$ cat config.mk
export PLATFORM = sky130hd
export DESIGN_NAME = seg7_scan_ctrl
export DESIGN_NICKNAME = d
export VERILOG_FILES = /design/src/rtl/seg7_pkg.sv /design/src/rtl/seg7_scan_ctrl_bcd_decode.sv /design/src/rtl/seg7_scan_ctrl.sv
export SDC_FILE = /design/constraint.sdc
export NUM_CORES = 1
export LEC_CHECK = 0
export CAP_MARGIN = 25
export CORE_MARGIN = 4
export CORE_UTILIZATION = 42
export CTS_CLUSTER_SIZE = 28
export DETAILED_ROUTE_END_ITERATION = 8
export SKIP_CTS_REPAIR_TIMING = 1
export SLEW_MARGIN = 20
export SYNTH_ARGS = -nofsm -noshare
export SYNTH_HDL_FRONTEND = slang
export SYNTH_HIERARCHICAL = 1
export SYNTH_SLANG_ARGS = --single-unit
$ cat constraint.sdc
create_clock -name clk -period 7.4 [get_ports clk]
set_input_delay 1.48 -clock clk [delete_from_list [all_inputs] [get_ports clk]]
set_output_delay 1.48 -clock clk [all_outputs]
set_load 0.05 [all_outputs]
$ cat src/rtl/seg7_pkg.sv
// seg7_pkg: shared definitions for the 7-segment scan controller.
//   seg_t           7-bit segment vector {a,b,c,d,e,f,g}, 1 = lit
//   SEG_0..SEG_9    BCD digit patterns
//   SEG_BLANK       all segments off
//   state_e         scan FSM states (ST_BLANK, ST_DRIVE)
package seg7_pkg;

    typedef logic [6:0] seg_t;

    localparam seg_t SEG_0     = 7'h7E;
    localparam seg_t SEG_1     = 7'h30;
    localparam seg_t SEG_2     = 7'h6D;
    localparam seg_t SEG_3     = 7'h79;
    localparam seg_t SEG_4     = 7'h33;
    localparam seg_t SEG_5     = 7'h5B;
    localparam seg_t SEG_6     = 7'h5F;
    localparam seg_t SEG_7     = 7'h70;
    localparam seg_t SEG_8     = 7'h7F;
    localparam seg_t SEG_9     = 7'h7B;
    localparam seg_t SEG_BLANK = 7'h00;

    typedef enum logic [0:0] {
        ST_BLANK = 1'b0,
        ST_DRIVE = 1'b1
    } state_e;

endpackage

$ cat src/rtl/seg7_scan_ctrl_bcd_decode.sv
// seg7_bcd_decode: combinational BCD to 7-segment decode.
//   bcd  in   4-bit BCD digit
//   seg  out  segment pattern; codes 10..15 decode to blank
module seg7_bcd_decode
    import seg7_pkg::*;
(
    input  logic [3:0] bcd,
    output seg_t       seg
);

    always_comb begin
        case (bcd)
            4'd0:    seg = SEG_0;
            4'd1:    seg = SEG_1;
            4'd2:    seg = SEG_2;
            4'd3:    seg = SEG_3;
            4'd4:    seg = SEG_4;
            4'd5:    seg = SEG_5;
            4'd6:    seg = SEG_6;
            4'd7:    seg = SEG_7;
            4'd8:    seg = SEG_8;
            4'd9:    seg = SEG_9;
            default: seg = SEG_BLANK;
        endcase
    end

endmodule

$ cat src/rtl/seg7_scan_ctrl.sv
// seg7_scan_ctrl: time-multiplexed scan controller for a multi-digit
// common-segment 7-segment display.
//   clk         clock, rising edge
//   rst         asynchronous active-high reset
//   load        strobe, captures digits_in into the shadow frame
//   digits_in   BCD digits, digit k at [4k+3:4k], digit 0 rightmost
//   seg         registered segment bus {a..g}, 1 = lit
//   an          registered one-hot anode enable, an[k] drives digit k
//   pending     a captured frame waits for the next frame boundary
//   frame_done  one-cycle pulse in the first cycle of each new frame
// Optional feature: define SEG7_SCAN_LZB_EN for leading-zero blanking.
module seg7_scan_ctrl
    import seg7_pkg::*;
#(
    parameter int NUM_DIGITS   = 4,
    parameter int SCAN_DIV     = 1000,
    parameter int BLANK_CYCLES = 2
) (
    input  logic                    clk,
    input  logic                    rst,
    input  logic                    load,
    input  logic [4*NUM_DIGITS-1:0] digits_in,
    output seg_t                    seg,
    output logic [NUM_DIGITS-1:0]   an,
    output logic                    pending,
    output logic                    frame_done
);

    localparam int CNT_W = (SCAN_DIV > 1) ? $clog2(SCAN_DIV) : 1;
    localparam int IDX_W = (NUM_DIGITS > 1) ? $clog2(NUM_DIGITS) : 1;

    localparam logic [CNT_W-1:0] BLANK_LAST = CNT_W'(BLANK_CYCLES - 1);
    localparam logic [CNT_W-1:0] SLOT_LAST  = CNT_W'(SCAN_DIV - 1);
    localparam logic [IDX_W-1:0] IDX_LAST   = IDX_W'(NUM_DIGITS - 1);

    state_e                  state_q, state_d;
    logic [CNT_W-1:0]        cnt_q, cnt_d;
    logic [IDX_W-1:0]        idx_q, idx_d;
    logic [4*NUM_DIGITS-1:0] shadow_q, shadow_d;
    logic [4*NUM_DIGITS-1:0] active_q, active_d;
    logic                    pending_q, pending_d;
    logic                    frame_done_q, frame_done_d;
    seg_t                    seg_q, seg_d;
    logic [NUM_DIGITS-1:0]   an_q, an_d;

    logic                    wrap;
    logic [3:0]              cur_digit;
    seg_t                    dec_seg;
    logic                    lzb_blank;

    // Slot/digit sequencing
    always_comb begin
        state_d = state_q;
        cnt_d   = cnt_q + CNT_W'(1);
        idx_d   = idx_q;
        wrap    = 1'b0;
        case (state_q)
            ST_BLANK: begin
                if (cnt_q == BLANK_LAST) state_d = ST_DRIVE;
            end
            ST_DRIVE: begin
                if (cnt_q == SLOT_LAST) begin
                    state_d = ST_BLANK;
                    cnt_d   = '0;
                    if (idx_q == IDX_LAST) begin
                        idx_d = '0;
                        wrap  = 1'b1;
                    end else begin
                        idx_d = idx_q + IDX_W'(1);
                    end
                end
            end
            default: begin
                state_d = ST_BLANK;
                cnt_d   = '0;
            end
        endcase
    end

    // Frame buffering: shadow collects loads, active only changes on wrap
    // so a frame is never torn. A load on the wrap edge bypasses shadow.
    always_comb begin
        shadow_d     = load ? digits_in : shadow_q;
        active_d     = active_q;
        pending_d    = pending_q | load;
        frame_done_d = wrap;
        if (wrap) begin
            if (load)           active_d = digits_in;
            else if (pending_q) active_d = shadow_q;
            pending_d = 1'b0;
        end
    end

    // Outputs are registered from next-state values so that seg/an
    // line up with the FSM state of the cycle they are visible in.
    assign cur_digit = active_d[{idx_d, 2'b00} +: 4];

    seg7_bcd_decode u_dec (
        .bcd (cur_digit),
        .seg (dec_seg)
    );

`ifdef SEG7_SCAN_LZB_EN
    logic [NUM_DIGITS-1:0] blank_mask;
    logic                  zero_above;

    // Digit k blanks when it and every higher digit are zero; digit 0 never.
    always_comb begin
        blank_mask = '0;
        zero_above = 1'b1;
        for (int k = NUM_DIGITS - 1; k > 0; k--) begin
            zero_above    = zero_above && (active_d[4*k +: 4] == 4'd0);
            blank_mask[k] = zero_above;
        end
    end

    assign lzb_blank = blank_mask[idx_d];
`else
    assign lzb_blank = 1'b0;
`endif

    always_comb begin
        seg_d = SEG_BLANK;
        an_d  = '0;
        if (state_d == ST_DRIVE) begin
            an_d[idx_d] = 1'b1;
            if (!lzb_blank) seg_d = dec_seg;
        end
    end

    always_ff @(posedge clk or posedge rst) begin
        if (rst) begin
            state_q      <= ST_BLANK;
            cnt_q        <= '0;
            idx_q        <= '0;
            shadow_q     <= '0;
            active_q     <= '0;
            pending_q    <= 1'b0;
            frame_done_q <= 1'b0;
            seg_q        <= SEG_BLANK;
            an_q         <= '0;
        end else begin
            state_q      <= state_d;
            cnt_q        <= cnt_d;
            idx_q        <= idx_d;
            shadow_q     <= shadow_d;
            active_q     <= active_d;
            pending_q    <= pending_d;
            frame_done_q <= frame_done_d;
            seg_q        <= seg_d;
            an_q         <= an_d;
        end
    end

    assign seg        = seg_q;
    assign an         = an_q;
    assign pending    = pending_q;
    assign frame_done = frame_done_q;

endmodule

Word-level counts from Yosys, hierarchy flattened
Memory sizes are Yosys's and may differ from the RTL's.
Cells that the tools add are included.
Storage, ports and cells
  memories: 1
  output and inout port bits: 13
  RAM bits: 0
  word-level logic and storage cells: 40
  ROM bits: 112
  latch bits: 0
  flip-flop bits (word level): 58
  bits of input ports: 19
Cells by class
  equality and inequality tests: 3
  divide/modulo/power cells: 0
  $mul: 0
  $lt $le $gt $ge: 2
  add/subtract/negate cells: 2
  muxes and demuxes: 19
  reductions and logical operators: 1
  bitwise operators: 2
  shifts and indexed selects: 1
Memories
  (no name shown): words 16, width 7, rd ports 1, clocked after Yosys merged registers in 0, write ports 0, RTL line seg7_scan_ctrl_bcd_decode.sv:12  | case (bcd)
Operators by type and width (count)
  2-to-1 mux 16 bit: 3
  2-to-1 mux 10 bit: 2
  indexed part select 16 x 5 -> 4 bit: 1
  adder 10 x 1 -> 10 bit, second input constant: 1
  equality test 10 x 1 -> 1 bit, second input constant: 1
  equality test 10 bit, second input constant: 1
  2-to-1 mux 1 bit: 7
  2-to-1 mux 7 bit: 1
  2-to-1 mux 2 bit: 3
  2-to-1 mux 4 bit: 1
  less-than comparator 2 x 3 -> 1 bit, second input constant: 1
  adder 2 x 1 -> 2 bit, second input constant: 1
  demux 1 bit (select 2 bit): 1
  equality test 2 bit, second input constant: 1
  greater-or-equal comparator 2 x 1 -> 1 bit, second input constant: 1
  case mux 1 bit (2 select lines): 1
  logical AND 1 bit: 1
  NOT 1 bit: 1
  OR 1 bit: 1

Longest topological paths before layout
  word-level depth: 9
  gate-level depth with buffers: 15
  mapped depth without buffers: 14

Cells and area by module
The synthesis kept the hierarchy.
Modules (own cells, without submodules)
  seg7_scan_ctrl: area an instance 2727.6 µm², times used 1, sequential area each 1451.4 µm², cells each 240
  seg7_bcd_decode: area an instance 201.4 µm², times used 1, sequential area each 0.0 µm², cells each 26

Least setup slack after synthesis
OpenSTA, ideal clock, no wires.
  path kind: input to register
  from: input port load
  to: register seg_q[2], in the netlist seg[2]
  arrival: 3.566 ns
  stages: 9
  setup slack: 3.715 ns
  data required time: 7.281 ns
  cell sequence: nand3_1 -> clkbuf_1 -> o221a_2 -> o22ai_1 -> nor3_1 -> inv_1 -> ha_1 -> a22o_1 -> and2_1
Between the ends
  longest elaborated chain between the ends: 5
Ends and longest elaborated chain
  start: declaration: RTL line seg7_scan_ctrl.sv:21  | input logic load,
  2-to-1 mux 16 bit: RTL line seg7_scan_ctrl.sv:88  | if (load) active_d = digits_in;
  2-to-1 mux 16 bit: RTL line seg7_scan_ctrl.sv:87  | if (wrap) begin
  via active_d[1]: RTL line seg7_scan_ctrl.sv:40  | logic [4*NUM_DIGITS-1:0] active_q, active_d;
  indexed part select 16 x 5 -> 4 bit: RTL line seg7_scan_ctrl.sv:96  | assign cur_digit = active_d[{idx_d, 2'b00} +: 4];
  via cur_digit[1]: RTL line seg7_scan_ctrl.sv:47  | logic [3:0] cur_digit;
  memory (16 x 7 bit)
  via dec_seg[2]: RTL line seg7_scan_ctrl.sv:48  | seg_t dec_seg;
  2-to-1 mux 7 bit: RTL line seg7_scan_ctrl.sv:125  | if (state_d == ST_DRIVE) begin
  via seg_d[2]: RTL line seg7_scan_ctrl.sv:43  | seg_t seg_q, seg_d;
  end signal: assignment: RTL line seg7_scan_ctrl.sv:150  | seg_q <= seg_d;
  end: declaration: RTL line seg7_scan_ctrl.sv:43
The timed path passes the listed nets, and every way through them passes these cells.
A chain may end at the register's enable or synchronous reset.

Worst setup path after layout
  from: register cnt_q[0]
  to: register seg_q[5], in the netlist seg[5]
Between the ends
  longest elaborated chain between the ends: 7
  elaborated cells between the ends (all ways): 13
  those cells by class: 2 x eq/ne; 1 x shift; 9 x mux; 1 x memory
Ends and longest elaborated chain
  start: declaration: RTL line seg7_scan_ctrl.sv:37  | logic [CNT_W-1:0] cnt_q, cnt_d;
  start signal: assignment: RTL line seg7_scan_ctrl.sv:144  | cnt_q <= cnt_d;
  equality test 10 bit *: RTL line seg7_scan_ctrl.sv:62  | if (cnt_q == SLOT_LAST) begin
  2-to-1 mux 1 bit: RTL line seg7_scan_ctrl.sv:62
  2-to-1 mux 1 bit: RTL line seg7_scan_ctrl.sv:57  | case (state_q)
  2-to-1 mux 16 bit: RTL line seg7_scan_ctrl.sv:87
  indexed part select 16 x 5 -> 4 bit *: RTL line seg7_scan_ctrl.sv:96
  via cur_digit[1]: RTL line seg7_scan_ctrl.sv:47
  memory (16 x 7 bit) *
  via dec_seg[5]: RTL line seg7_scan_ctrl.sv:48
  2-to-1 mux 7 bit *: RTL line seg7_scan_ctrl.sv:125
  via seg_d[5]: RTL line seg7_scan_ctrl.sv:43
Mark *: on every way through the listed nets, which the timed path passes. The rest lies on a longest branch.

==> impl_metrics.toml <==
[global_route]
grt_usage_pct = 16.6
grt_pass1_wl_um = 11000
grt_pass1_vias = 2144
grt_start_max_net_pins = 59
grt-ovfl-total = 0
antenna_found_initial = 0

[timing]
finalCriticalPeriod_ns = 4.41
worst_slack_ns = 2.99
fmax_mhz = 227
maxSlewViolCount = 0
tns_ns = 0
slew_headroom_pct = 41.6
finalClockSkew_ns = 0.00861
setup_viol_count_final = 0
post-route-period-util_pct = 59.7
rsz0062_at_grt = "no"
worst_slew_pin_slew_ns = 0.852
hold_viol_final = 0

[floorplan]
dieHeight_um = 91.5
io-pin-count = 32
coreArea_um2 = 6790
die-area_um2 = 8370
fp-row-count = 30
floorplan.initialDensity_pct = 43.1
die_x_um = 91.5

[critical_path]
critPathArrivalTime_ns = 4.68
crit_type = "flop to flop"
critical_path_buf_inv_count = 2
worstPathCellList = "ha_1 > nand4_2 > nor4_2 > buf_4 > mux2i_1 > nor3_1 > nor3_1 > inv_1 > ha_1 > o21ai_0 > and2_1"
worst_setup_path_start_kind = "flop"
path_delay_family = "simple AND/OR/NAND/NOR gates"
crit_required_ns = 7.67
cp_slowest_cell = "nor3_1"
crit_fanout = 14
slowest_delay_ns = 0.76
crit_path_end_kind = "flop"

[clock_network]
path_clk_slew_ns = 0.07
cts_made_buffers = 9
root_buffer = "clkbuf_8"
cts_tree = "built"
clkSinkCount = 58
clk_path_buf_depth = 2
htreeDepth = 3
clk_latency_ns = 0.33

[yosys]
ys_types = 43
synth_seq_cells = 58
ys_async_sr_fraction_pct = 100
netlist_area_um2 = 2930
ys.flop_type = "dfrtp_1"
ys_seq_area_share_pct = 49.6
synth_nets = 294
syn_avg_cell_area_um2 = 11.0
netlist_instances = 266
synth-edff-count = 0
synthTopCellsByArea = "dfrtp_1 (50%), mux2_2 (6.2%), o221a_2 (5.8%)"
synthDominantCellAreaShare_pct = 49.6
yosys_warnings = 6
synth_top_cell_by_area = "dfrtp_1"

[detailed_routing]
vias = 2150
ant_nets = 0
wl_um = 6500
drt_iter0_drc = 130
drc = 0
wl_per_cell_um = 16.5
viasPerCell = 5.46
drt_first_pass_iters = 4

[placed_design]
dp_hpwl_um = 4110
port_buffers = 31
gp_congestion = 0.736
post-place-ws_ns = 2.72

[finish]
drive_gt1_share_pct = 19.8
layout.nets = 322
diodes = 0
area_growth_pct = 19.0

[flow_run]
cap_violations = 0

[status]
status = "completed"

[pwr]
ir_drop_mv = 0.0814
power_density_nw_per_um2 = 178
p_leak_nw = 1.47

[min_path]
min_path_type = "flop to flop"
[worst reg2reg max path, cell delays in order (launching register included)]
cell and delay [ns]:
dfrtp_1 0.42, ha_1 0.25, nand4_2 0.42, nor4_2 0.47
buf_4 0.27, mux2i_1 0.74, nor3_1 0.10, nor3_1 0.76
inv_1 0.23, ha_1 0.35, o21ai_0 0.19, and2_1 0.15
[cell type report]
class	instances	area, um^2
clock inverters	3	15.0
fillers	614	3310
flip-flops and latches	58	1450
well taps	96	120
inverters	11	41.3
multi-input cells	179	1360
clock buffers	12	155
repair buffers	35	344
[layout by cell type (no fill, tap or decap), types with 5 or more instances in the layout]
cell type / instances
o21ai_0: 5
nor4_1: 11
clkdlybuf4s50_1: 31
clkbuf_8: 11
nand2_1: 8
o22ai_1: 5
dfrtp_1: 58
nor3_1: 13
nand4b_1: 10
and2_1: 7
o221a_2: 15
o21bai_1: 10
o32a_1: 6
ha_1: 9
nor2_1: 28
mux2_2: 16
inv_1: 9
nand3_1: 7
[metal layers]
layer | GRT usage (%) | vias up | wire length, um
li1 | - | 1035 | -
met1 | 23.2 | 1060 | 3180
met2 | 24.8 | 46 | 2960
met3 | 4.14 | 9 | 262
met4 | 5.78 | 0 | 97
met5 | 0 | - | 0
[report_power, final]
| group | switching (mW) | leakage (nW) | internal [mW] |
|---|---|---|---|
| clock network | 0.121 | 0.0920 | 0.136 |
| logic | 0.0140 | 0.661 | 0.0191 |
| registers | 0.00393 | 0.713 | 0.326 |
| total | 0.139 | 1.47 | 0.481 |
[logic make-up (layout without fill, tap and decap cells)]
kind of cell / count (synthesis) / in the layout / share of synthesized area [%]
mux: 18 / 18 / 6.96
buf+inv: 29 / 61 / 4.10
fa+ha+maj: 9 / 9 / 3.84
flops: 58 / 58 / 49.6
simple gates: 94 / 94 / 18.2
xor+xnor: 8 / 8 / 2.39
compound gates: 50 / 50 / 14.9
[path summary, 6_finish.rpt]
check / startpoint / cells past startpoint / endpoint / slack [ns]
hold reg to reg: shadow_q[15] / 1 / shadow_q[15] / 0.50
hold / removal: shadow_q[15] / 1 / shadow_q[15] / 0.50
max in group asynchronous: rst / 3 / shadow_q[0] / 5.23
setup reg to reg: cnt_q[0] / 11 / seg[5] / 2.99
min in group asynchronous: rst / 3 / seg[6] / 1.67
setup / recovery: cnt_q[0] / 11 / seg[5] / 2.99
[state kept, by name, summed over array words and instances (netlist names)]
register    count
active_q       16
shadow_q       16
cnt_q          10
seg             7
an              4
idx_q           2
frame_done      1
pending         1
state_q         1
[stage by stage]
step	hold WS (ns)	cells	instance area [um^2]	total power, mW	utilization, %
2_1_floorplan	0.471	266	2930	0.352	-
3_3_place_gp	0.482	378	3300	0.369	48.6
3_5_place_dp	0.488	378	3300	0.370	48.6
4_1_cts	0.503	393	3470	0.628	51.1
5_1_grt	0.527	394	3480	0.647	51.3
6_report	0.503	394	3480	0.620	51.3
[cell usage after synthesis, drive strengths merged, types with 2 or more instances]
master / count
xnor2: 4
a21oi: 3
o21bai: 10
nand2: 8
nand4b: 10
inv: 10
mux2i: 2
o221a: 16
xor2: 4
and2: 7
nor2b: 2
ha: 9
nor3: 13
nor2: 28
clkbuf: 13
nor4: 13
o32a: 6
o21ai: 6
mux2: 16
or2: 2
buf: 5
dfrtp: 58
o22ai: 6
nand3: 7
Power figures use the tool's default switching activity.
